===== src/rtl/reaction_pkg.sv =====
// -----------------------------------------------------------------------------
// reaction_pkg
// Shared types and constants for the reaction-timer game core.
//   state_e    : round FSM states; the encodings are the o_dst display codes
//   bcd_time_t : six packed BCD digits, ms hundreds..units then us hundreds..units
//   LFSR_*     : seed and Galois tap mask for x^16+x^14+x^13+x^11
//   lfsr_next  : one right-shifting Galois LFSR step
// -----------------------------------------------------------------------------
package reaction_pkg;

    typedef enum logic [2:0] {
        ST_IDLE = 3'b000,
        ST_WAIT = 3'b001,
        ST_GO   = 3'b010,
        ST_MISS = 3'b011,
        ST_HIT  = 3'b110
    } state_e;

    typedef logic [23:0] bcd_time_t;

    localparam logic [15:0] LFSR_SEED = 16'hACE1;
    // Bits 15,13,12,10 toggle on feedback: x^16, x^14, x^13, x^11 terms.
    localparam logic [15:0] LFSR_TAPS = 16'hB400;
    localparam bcd_time_t   BCD_MAX   = 24'h999999;

    function automatic logic [15:0] lfsr_next(input logic [15:0] v);
        logic [15:0] shifted;
        shifted = {1'b0, v[15:1]};
        if (v[0]) begin
            lfsr_next = shifted ^ LFSR_TAPS;
        end else begin
            lfsr_next = shifted;
        end
    endfunction

endpackage


===== src/rtl/bcd_counter6.sv =====
// -----------------------------------------------------------------------------
// bcd_counter6
// Six-digit BCD up-counter that saturates at 999999 instead of wrapping.
//   i_clk  : clock
//   i_rst  : synchronous active-high reset (value -> 0)
//   i_clr  : synchronous clear, wins over i_inc
//   i_inc  : add one (ignored once saturated)
//   o_val  : current count, 24-bit packed BCD
//   o_max  : count is 999999
// -----------------------------------------------------------------------------
module bcd_counter6
    import reaction_pkg::*;
(
    input  logic      i_clk,
    input  logic      i_rst,
    input  logic      i_clr,
    input  logic      i_inc,
    output bcd_time_t o_val,
    output logic      o_max
);

    bcd_time_t r_val;
    bcd_time_t w_inc_val;

    assign o_val = r_val;
    assign o_max = (r_val == BCD_MAX);

    // Ripple-carry BCD increment: a digit steps only when every lower digit is 9.
    always_comb begin
        logic carry;
        w_inc_val = r_val;
        carry     = 1'b1;
        for (int d = 0; d < 6; d++) begin
            if (carry) begin
                if (r_val[d*4 +: 4] == 4'd9) begin
                    w_inc_val[d*4 +: 4] = 4'd0;
                end else begin
                    w_inc_val[d*4 +: 4] = r_val[d*4 +: 4] + 4'd1;
                end
            end else begin
                w_inc_val[d*4 +: 4] = r_val[d*4 +: 4];
            end
            carry = carry & (r_val[d*4 +: 4] == 4'd9);
        end
    end

    // Count register: clear has priority, increment stops at all-nines.
    always_ff @(posedge i_clk) begin
        if (i_rst) begin
            r_val <= 24'h000000;
        end else if (i_clr) begin
            r_val <= 24'h000000;
        end else if (i_inc && !o_max) begin
            r_val <= w_inc_val;
        end else begin
            r_val <= r_val;
        end
    end

endmodule


===== src/rtl/reaction_core.sv =====
// -----------------------------------------------------------------------------
// reaction_core
// Round FSM for the reaction timer: idle -> random wait -> go -> hit/miss.
// Measures reaction time in BCD ms.us, keeps last and best times.
//   i_clk    : system clock (CLK_HZ, integer multiple of 1 MHz)
//   i_rst    : synchronous active-high reset
//   i_btn    : button level, already synchronized/debounced
//   i_bcdmux : 0 -> o_bcd shows last time, 1 -> best time
//   o_dst    : display state code (registered)
//   o_bcd    : selected time, combinational from i_bcdmux
//   o_lit    : in GO (registered)
//   o_miss   : in MISS (registered)
//   o_init   : no HIT since reset, best not yet valid (registered)
// -----------------------------------------------------------------------------
module reaction_core
    import reaction_pkg::*;
#(
    parameter int CLK_HZ      = 25_000_000,
    parameter int MIN_WAIT_MS = 1000,
    parameter int RAND_BITS   = 11
) (
    input  logic        i_clk,
    input  logic        i_rst,
    input  logic        i_btn,
    input  logic        i_bcdmux,
    output logic [2:0]  o_dst,
    output logic [23:0] o_bcd,
    output logic        o_lit,
    output logic        o_miss,
    output logic        o_init
);

    localparam int US_DIV   = CLK_HZ / 1_000_000;
    localparam int PRE_W    = (US_DIV > 1) ? $clog2(US_DIV) : 1;
    localparam int WAIT_MAX = MIN_WAIT_MS + (1 << RAND_BITS);
    localparam int WAIT_W   = (WAIT_MAX > 2) ? $clog2(WAIT_MAX) : 1;

    state_e              r_state;
    logic                r_btn_q;
    logic [15:0]         r_lfsr;
    logic [PRE_W-1:0]    r_pre;
    logic [9:0]          r_msd;
    logic [WAIT_W-1:0]   r_wait;
    bcd_time_t           r_last;
    bcd_time_t           r_best;
    logic                r_init;
    logic [2:0]          r_dst;
    logic                r_lit;
    logic                r_miss;

    state_e              w_state_nxt;
    logic                w_press;
    logic                w_us_tick;
    logic                w_ms_tick;
    logic                w_entry;
    logic                w_load_last;
    logic                w_cnt_clr;
    logic                w_cnt_inc;
    logic                w_cnt_max;
    bcd_time_t           w_cnt;

    assign w_press   = i_btn & ~r_btn_q;
    assign w_us_tick = (r_pre == PRE_W'(US_DIV - 1));
    assign w_ms_tick = w_us_tick & (r_msd == 10'd999);
    assign w_entry   = (w_state_nxt != r_state);
    assign w_cnt_clr = w_entry & (w_state_nxt == ST_GO);
    assign w_cnt_inc = (r_state == ST_GO) & w_us_tick;

    assign o_dst  = r_dst;
    assign o_lit  = r_lit;
    assign o_miss = r_miss;
    assign o_init = r_init;
    assign o_bcd  = i_bcdmux ? r_best : r_last;

    bcd_counter6 u_cnt (
        .i_clk (i_clk),
        .i_rst (i_rst),
        .i_clr (w_cnt_clr),
        .i_inc (w_cnt_inc),
        .o_val (w_cnt),
        .o_max (w_cnt_max)
    );

    // Button history; follows the pin even in reset so a level held
    // through reset release is not mistaken for a fresh press.
    always_ff @(posedge i_clk) begin
        r_btn_q <= i_btn;
    end

    // Free-running LFSR, advances every cycle in every state.
    always_ff @(posedge i_clk) begin
        if (i_rst) begin
            r_lfsr <= LFSR_SEED;
        end else begin
            r_lfsr <= lfsr_next(r_lfsr);
        end
    end

    // Next-state logic; a press always beats wait expiry and saturation.
    always_comb begin
        w_state_nxt = r_state;
        w_load_last = 1'b0;
        case (r_state)
            ST_IDLE: begin
                if (w_press) begin
                    w_state_nxt = ST_WAIT;
                end else begin
                    w_state_nxt = ST_IDLE;
                end
            end
            ST_WAIT: begin
                if (w_press) begin
                    w_state_nxt = ST_MISS;
                end else if (w_ms_tick && (r_wait == {WAIT_W{1'b0}})) begin
                    w_state_nxt = ST_GO;
                end else begin
                    w_state_nxt = ST_WAIT;
                end
            end
            ST_GO: begin
                if (w_press) begin
                    w_state_nxt = ST_HIT;
                    w_load_last = 1'b1;
                end else if (w_cnt_max) begin
                    w_state_nxt = ST_MISS;
                end else begin
                    w_state_nxt = ST_GO;
                end
            end
            ST_HIT, ST_MISS: begin
                if (w_press) begin
                    w_state_nxt = ST_WAIT;
                end else begin
                    w_state_nxt = r_state;
                end
            end
            default: begin
                w_state_nxt = ST_IDLE;
            end
        endcase
    end

    // State register plus outputs decoded from the next state so they line up.
    always_ff @(posedge i_clk) begin
        if (i_rst) begin
            r_state <= ST_IDLE;
            r_dst   <= 3'b000;
            r_lit   <= 1'b0;
            r_miss  <= 1'b0;
        end else begin
            r_state <= w_state_nxt;
            r_dst   <= w_state_nxt;
            r_lit   <= (w_state_nxt == ST_GO);
            r_miss  <= (w_state_nxt == ST_MISS);
        end
    end

    // us prescaler and ms divider, restarted on every state entry.
    always_ff @(posedge i_clk) begin
        if (i_rst || w_entry) begin
            r_pre <= {PRE_W{1'b0}};
            r_msd <= 10'd0;
        end else if (w_us_tick) begin
            r_pre <= {PRE_W{1'b0}};
            if (r_msd == 10'd999) begin
                r_msd <= 10'd0;
            end else begin
                r_msd <= r_msd + 10'd1;
            end
        end else begin
            r_pre <= r_pre + PRE_W'(1);
            r_msd <= r_msd;
        end
    end

    // Random wait: load on WAIT entry, count ms ticks down to zero.
    always_ff @(posedge i_clk) begin
        if (i_rst) begin
            r_wait <= {WAIT_W{1'b0}};
        end else if (w_entry && (w_state_nxt == ST_WAIT)) begin
            r_wait <= WAIT_W'(MIN_WAIT_MS) + WAIT_W'(r_lfsr[RAND_BITS-1:0]);
        end else if ((r_state == ST_WAIT) && w_ms_tick && (r_wait != {WAIT_W{1'b0}})) begin
            r_wait <= r_wait - WAIT_W'(1);
        end else begin
            r_wait <= r_wait;
        end
    end

    // Last/best capture on HIT; BCD order matches numeric order, so a
    // plain unsigned compare works. Ties leave best alone.
    always_ff @(posedge i_clk) begin
        if (i_rst) begin
            r_last <= 24'h000000;
            r_best <= 24'h000000;
            r_init <= 1'b1;
        end else if (w_load_last) begin
            r_last <= w_cnt;
            if (r_init || (w_cnt < r_best)) begin
                r_best <= w_cnt;
            end else begin
                r_best <= r_best;
            end
            r_init <= 1'b0;
        end else begin
            r_last <= r_last;
            r_best <= r_best;
            r_init <= r_init;
        end
    end

endmodule


===== config.mk =====
export PLATFORM = sky130hd
export DESIGN_NAME = reaction_core
export DESIGN_NICKNAME = d
export VERILOG_FILES = /design/src/rtl/reaction_pkg.sv /design/src/rtl/bcd_counter6.sv /design/src/rtl/reaction_core.sv
export SDC_FILE = /design/constraint.sdc
export NUM_CORES = 1
export LEC_CHECK = 0
export CORE_MARGIN = 2
export CORE_UTILIZATION = 30
export CTS_CLUSTER_DIAMETER = 100
export DETAILED_ROUTE_END_ITERATION = 6
export GPL_TIMING_DRIVEN = 0
export PLACE_DENSITY = 0.57
export RECOVER_POWER = 50
export SETUP_SLACK_MARGIN = 0.3
export SYNTH_ARGS = -nofsm -noshare
export SYNTH_HDL_FRONTEND = slang
export SYNTH_SLANG_ARGS = --single-unit

===== constraint.sdc =====
create_clock -name i_clk -period 2.8 [get_ports i_clk]
set_clock_uncertainty 0.2 [all_clocks]
set_input_delay 0.42 -clock i_clk [delete_from_list [all_inputs] [get_ports i_clk]]
set_output_delay 0.42 -clock i_clk [all_outputs]
set_load 0.005 [all_outputs]

== Word-level counts from Yosys, hierarchy flattened ==
Cells that the tools add are included.

* Bits in registers: 122
* Input bits: 4
* Output and inout bits: 30
* Logic and storage cells: 96

* Add/sub/neg operators: 10
* Magnitude comparators: 1
* Equal/unequal tests: 17
* Multiplexer cells: 20
* Bitwise operators: 10
* Reduce and logical (&&, ||, !) cells: 21

{| class="wikitable"
|+ Operators by type and width
! operator !! number
|-
| 4-bit by 1-bit adder with 4-bit output, second input constant || 6
|-
| 24-bit equality test, second input constant || 1
|-
| 4-bit equality test, second input constant || 6
|-
| 24-bit < comparator || 1
|-
| 12-bit two-way mux || 2
|-
| 24-bit two-way mux || 1
|-
| 4-bit two-way mux || 6
|-
| 16-bit two-way mux || 1
|-
| 10-bit by 11-bit adder with 12-bit output, first input constant || 1
|-
| 3-bit by 2-bit equality test with 1-bit output, second input constant || 4
|-
| 12-bit logical NOT || 1
|-
| 3-bit case mux with 4 select lines || 1
|-
| 2-bit AND reduction || 6
|-
| 12-bit nonzero test || 1
|-
| 12-bit by 1-bit subtractor with 12-bit output, second input constant || 1
|-
| 10-bit by 1-bit adder with 10-bit output, second input constant || 1
|-
| 10-bit equality test, second input constant || 1
|-
| 10-bit two-way mux || 1
|-
| 1-bit AND || 8
|-
| 3-bit by 1-bit equality test with 1-bit output, second input constant || 2
|-
| 3-bit two-way mux || 2
|-
| 2-bit OR reduction || 3
|-
| 5-bit by 1-bit adder with 5-bit output, second input constant || 1
|-
| 5-bit equality test, second input constant || 1
|-
| 11 further kinds || 20
|}

== Logic depth before layout (Yosys ltp) ==
* Depth after elaboration: 9
* Depth in mapped cells: 8
* Depth with buffers taken out: 7

== Hierarchy ==
A second synthesis with hierarchy kept.

* Cells, all modules: 726
* Area total of the unflattened synthesis: 6,461.2 µm²

{| class="wikitable"
|+ Modules (own cells, without submodules)
! module !! instances !! cells an instance !! area an instance (µm²) !! seq. area each (µm²)
|-
| reaction_core || 1 || 573 || 5,134.9 || 1,961.9
|-
| bcd_counter6 || 1 || 153 || 1,326.3 || 480.5
|}

== Worst setup path after synthesis ==
Ideal clock, no wire load.

* Kind: register to register
* Start: register r_best[23]
* End: register r_best[10]
* Arrival time: 2.094 ns
* Required time: 2.528 ns
* Slack: 0.434 ns
* Cell stages (with the launch flop): 9
* Path buffers: 1
* Clock period less this slack: 2.366 ns
* Cell sequence: dfxtp_1 > inv_1 > ha_1 > a211oi_1 > o21ai_0 > and3_1 > a211oi_2 > buf_4 > mux2i_1

* Cells in the longest elaborated chain, start to end: 3

{| class="wikitable"
|+ RTL lines
! item !! RTL line !! source
|-
| from (decl) || reaction_core.sv:45 || <nowiki>bcd_time_t r_best;</nowiki>
|-
| from (signal assigned) || reaction_core.sv:199 || <nowiki>r_best <= w_cnt;</nowiki>
|-
| from (signal assigned) || reaction_core.sv:201 || <nowiki>r_best <= r_best;</nowiki>
|-
| from (signal assigned) || reaction_core.sv:206 || <nowiki>r_best <= r_best;</nowiki>
|-
| 24-bit < comparator || reaction_core.sv:198 || <nowiki>if (r_init || (w_cnt < r_best)) begin</nowiki>
|-
| 1-bit logical OR || reaction_core.sv:198 ||
|-
| 2-bit AND reduction (no source line) || n/a ||
|}

No other way between the ends.
A chain may end at the register's enable or synchronous reset.

== Worst setup path in the final report ==
* Start: register u_cnt.r_val[5] (netlist: u_cnt.o_val[5])
* End: register r_lit (netlist: o_lit)

* Cells in the longest elaborated chain, start to end: 5

{| class="wikitable"
|+ RTL lines
! item !! RTL line !! source
|-
| from (decl) || bcd_counter6.sv:22 || <nowiki>bcd_time_t r_val;</nowiki>
|-
| from (signal assigned) || bcd_counter6.sv:54 || <nowiki>r_val <= w_inc_val;</nowiki>
|-
| from (signal assigned) || bcd_counter6.sv:56 || <nowiki>r_val <= r_val;</nowiki>
|-
| 24-bit equality test || bcd_counter6.sv:26 || <nowiki>assign o_max = (r_val == BCD_MAX);</nowiki>
|-
| 1-bit two-way mux || reaction_core.sv:124 || <nowiki>end else if (w_cnt_max) begin</nowiki>
|-
| 3-bit two-way mux || reaction_core.sv:121 || <nowiki>if (w_press) begin</nowiki>
|-
| 3-bit case mux with 4 select lines || reaction_core.sv:103 || <nowiki>case (r_state)</nowiki>
|-
| 3-bit by 2-bit equality test with 1-bit output || reaction_core.sv:153 || <nowiki>r_lit <= (w_state_nxt == ST_GO);</nowiki>
|-
| to (signal assigned) || reaction_core.sv:153 ||
|-
| to (decl) || reaction_core.sv:48 || <nowiki>logic r_lit;</nowiki>
|}

No other way between the ends.

==> reports/results.tsv <==
metric	value	unit
drt-total-wl	17100	µm
r2r_cells	7	
fp.dieH	150	µm
fmax	391	MHz
crit_chain	buf_2 -> or3b_4 -> or4_1 -> nor2_4 -> buf_4 -> a211oi_2 -> and2_1	
grt_pass1_vias	5421	
antenna_found_initial	0	
crit_path_end_kind	register	
place_area	7080	µm²
synth_area	6420	µm²
finalWorstSetupSlack	0.240	ns
syn_avg_cell_area	8.47	µm²
synth-async-reset-ratio	0	%
dp.cells	1065	
hold_path.startpoint	r_lfsr[12]	
crit_arrival	2.67	ns
r2r_slack	0.24	ns
clkLatencyLatePin	0.42	ns
fillers	2113	
area_growth	26.8	%
root_buffer	clkbuf_16	
hold_viol	0	
synth_seq_area_share	38.1	%
instances_no_fill	1116	
yosysWarnings	0	
hpwlAfterDp	11500	µm
cts_sinks	122	
synth_area_leaders	dfxtp_1 38%, nand2_1 7.5%, ha_1 5.7%	
power.density	546	nW/µm²
rsz0062_at_grt	true	
drive_gt1_share	17.2	%
syn_nets	791	
finalWeightedCongestion	0.808	
via_count	5601	
track_usage	15.5	%
wl_met2	8010	µm
htreeDepth	4	
critPathLaunchType	register	
irDropWorstVdd	411	µV
ys_seq_elements	122	
power	4.45	mW
cts_buffer_depth	2	
netlist_instances	758	
dr.max_layer_used	met4	
min_to	r_lfsr[11]	
hold_depth	1	
die_x	150	µm
drtPass1Iterations	5	
met1Wirelength	8180	µm
postRouteAntennaNets	0	
drc	0	
drv_cap	0	
ctsHoldBuffers	0	
gr-total-overflow	0	
final_nets	861	
cts_buffers	17	
first_iter_violations	279	
synth_edf_count	0	
synth_top_area_cell	dfxtp_1	
start_util	30.5	%
vias_per_cell	5.02	
status	completed	
crit_family	simple AND/OR/NAND/NOR gates	
avgRoutedWirePerCell	15.3	µm
grt_pass1_wl	27500	µm
cpMaxStageDelayCell	or4_1	
diodes	0	
grt_max_degree	17	
tns	0	ns
worstReg2RegEnd	o_lit	
fin_crit_sh	91.4	%
synth_top_area_share	38.1	%
hold_class	reg2reg	
layout_common_cells	127 x nand2_1, 112 x dfxtp_1, 47 x a21oi_1	
reg2reg_from	u_cnt.o_val[5]	
dominantRegCellSynth	dfxtp_1	
rows	53	
max_slew_margin	52.4	%
finalSetupViolations	0	
whs	0.208	ns
fin_area	8140	µm²
drv_slew	0	
p_leak	2.81	nW
preCtsSetupSlack	-0.510	ns
critPathKind	reg2reg	
cpPeakStageDelay	0.70	ns
route.met3.wl	639	µm
fp.dieArea	22600	µm²
synth_cell_types	63	
cp.required	2.91	ns
finalCriticalPeriod	2.56	ns
numPortBuffers	32	
tightest_slew	0.714	ns
crit_fanout	10	
cts_tree	built	
placeableCoreArea	21000	µm²
cp.buffers_inverters	2	
io_pins	34	
final_util	38.7	%
final_common_cell	nand2_1	
cts.reportedPaths.clkPinSlew	0.05	ns
[synthesized netlist by cell type, types with 3 or more instances]
master    instances
a211o_1           3
a211oi_1         14
a21o_1            3
a21oi_1          49
a311oi_1          4
a31oi_1           7
and2_1            7
and3_1            5
and4_1            4
buf_1             3
buf_4             3
clkbuf_1         32
dfxtp_1         122
ha_1             29
inv_1            39
mux2_2           25
mux2i_1          26
nand2_1         129
nand2b_1          4
nand3_1          10
nand3b_1          4
nand4_1          20
nand4b_1          3
nor2_1           31
nor2b_1          20
nor3_1           19
nor3b_1           4
nor4_1           10
nor4bb_1          3
o21ai_0          15
o31ai_1          10
o41ai_1           3
or2_2             8
or3_1            14
or4_1            12
xnor2_1          16
xor2_1           14
[cell families after synthesis]
family | after synthesis | synth area share (%)
XOR/XNOR | 30 | 4.09
buffers and inverters | 80 | 5.01
multiplexers | 51 | 8.44
adder cells (fa/ha/maj) | 29 | 5.65
AO/OA/AOI/OAI | 126 | 12.6
AND/OR/NAND/NOR | 320 | 26.2
flip-flops | 122 | 38.1
[timing repair]
| item | CTS | global route |
|---|---|---|
| setup endpoints to repair | 90 | 84 |
| resized for setup | 31 | 51 |
| pin swaps | 4 | 12 |
| gates cloned | 0 | 2 |
| setup buffers | 6 | 11 |
[area by class of cell]
class	instances	area, µm²	share of cell area (%)
timing repair buffer	51	468	5.75
clock buffer	22	474	5.83
multi-input combinational	556	3880	47.7
sequential	122	2460	30.2
buffer	41	205	2.52
tap	275	344	4.23
clock inverter	10	165	2.03
inverter	39	146	1.80
[per-layer routing]
| layer | GRT usage, % | up-vias |
|---|---|---|
| met2 | 24.3 | 109 |
| met3 | 3.45 | 14 |
| met5 | 0 | - |
| met4 | 6.13 | 0 |
| met1 | 20.5 | 2645 |
| li1 | - | 2833 |
[registers in the layout, indices dropped and copies added (netlist names)]
signal / flops
r_best: 24
r_last: 24
u_cnt.o_val: 24
r_lfsr: 16
r_wait: 12
r_msd: 10
r_pre: 5
o_dst: 3
o_init: 1
o_lit: 1
o_miss: 1
r_btn_q: 1
[power by group]
group / internal [mW] / switching [mW]
Combinational: 0.100 / 0.161
Sequential: 1.77 / 0.0372
Clock: 1.56 / 0.813
[how the worst max path moves through the flow]
stage,from,to,slack (ns),depth (start not counted)
after CTS,u_cnt.o_val[11],r_msd[7],0.30,6
after global placement,i_btn,r_best[14],-0.53,7
after detailed placement,i_btn,r_best[19],-0.51,7
after global routing,o_dst[2],u_cnt.o_val[15],0.16,6
final,u_cnt.o_val[5],o_lit,0.24,7
after floorplan,r_best[23],r_best[10],0.43,8
[worst reg2reg max path, delay by kind of cell (launching register included)]
| family | cells | cell delay (ns) |
|---|---|---|
| AOI/OAI and AO/OA | 1 | 0.08 |
| and+or+nand+nor | 4 | 1.50 |
| buffers and inverters | 2 | 0.36 |
| DFF | 1 | 0.31 |
Note: power is estimated with default switching activity, not from simulation.
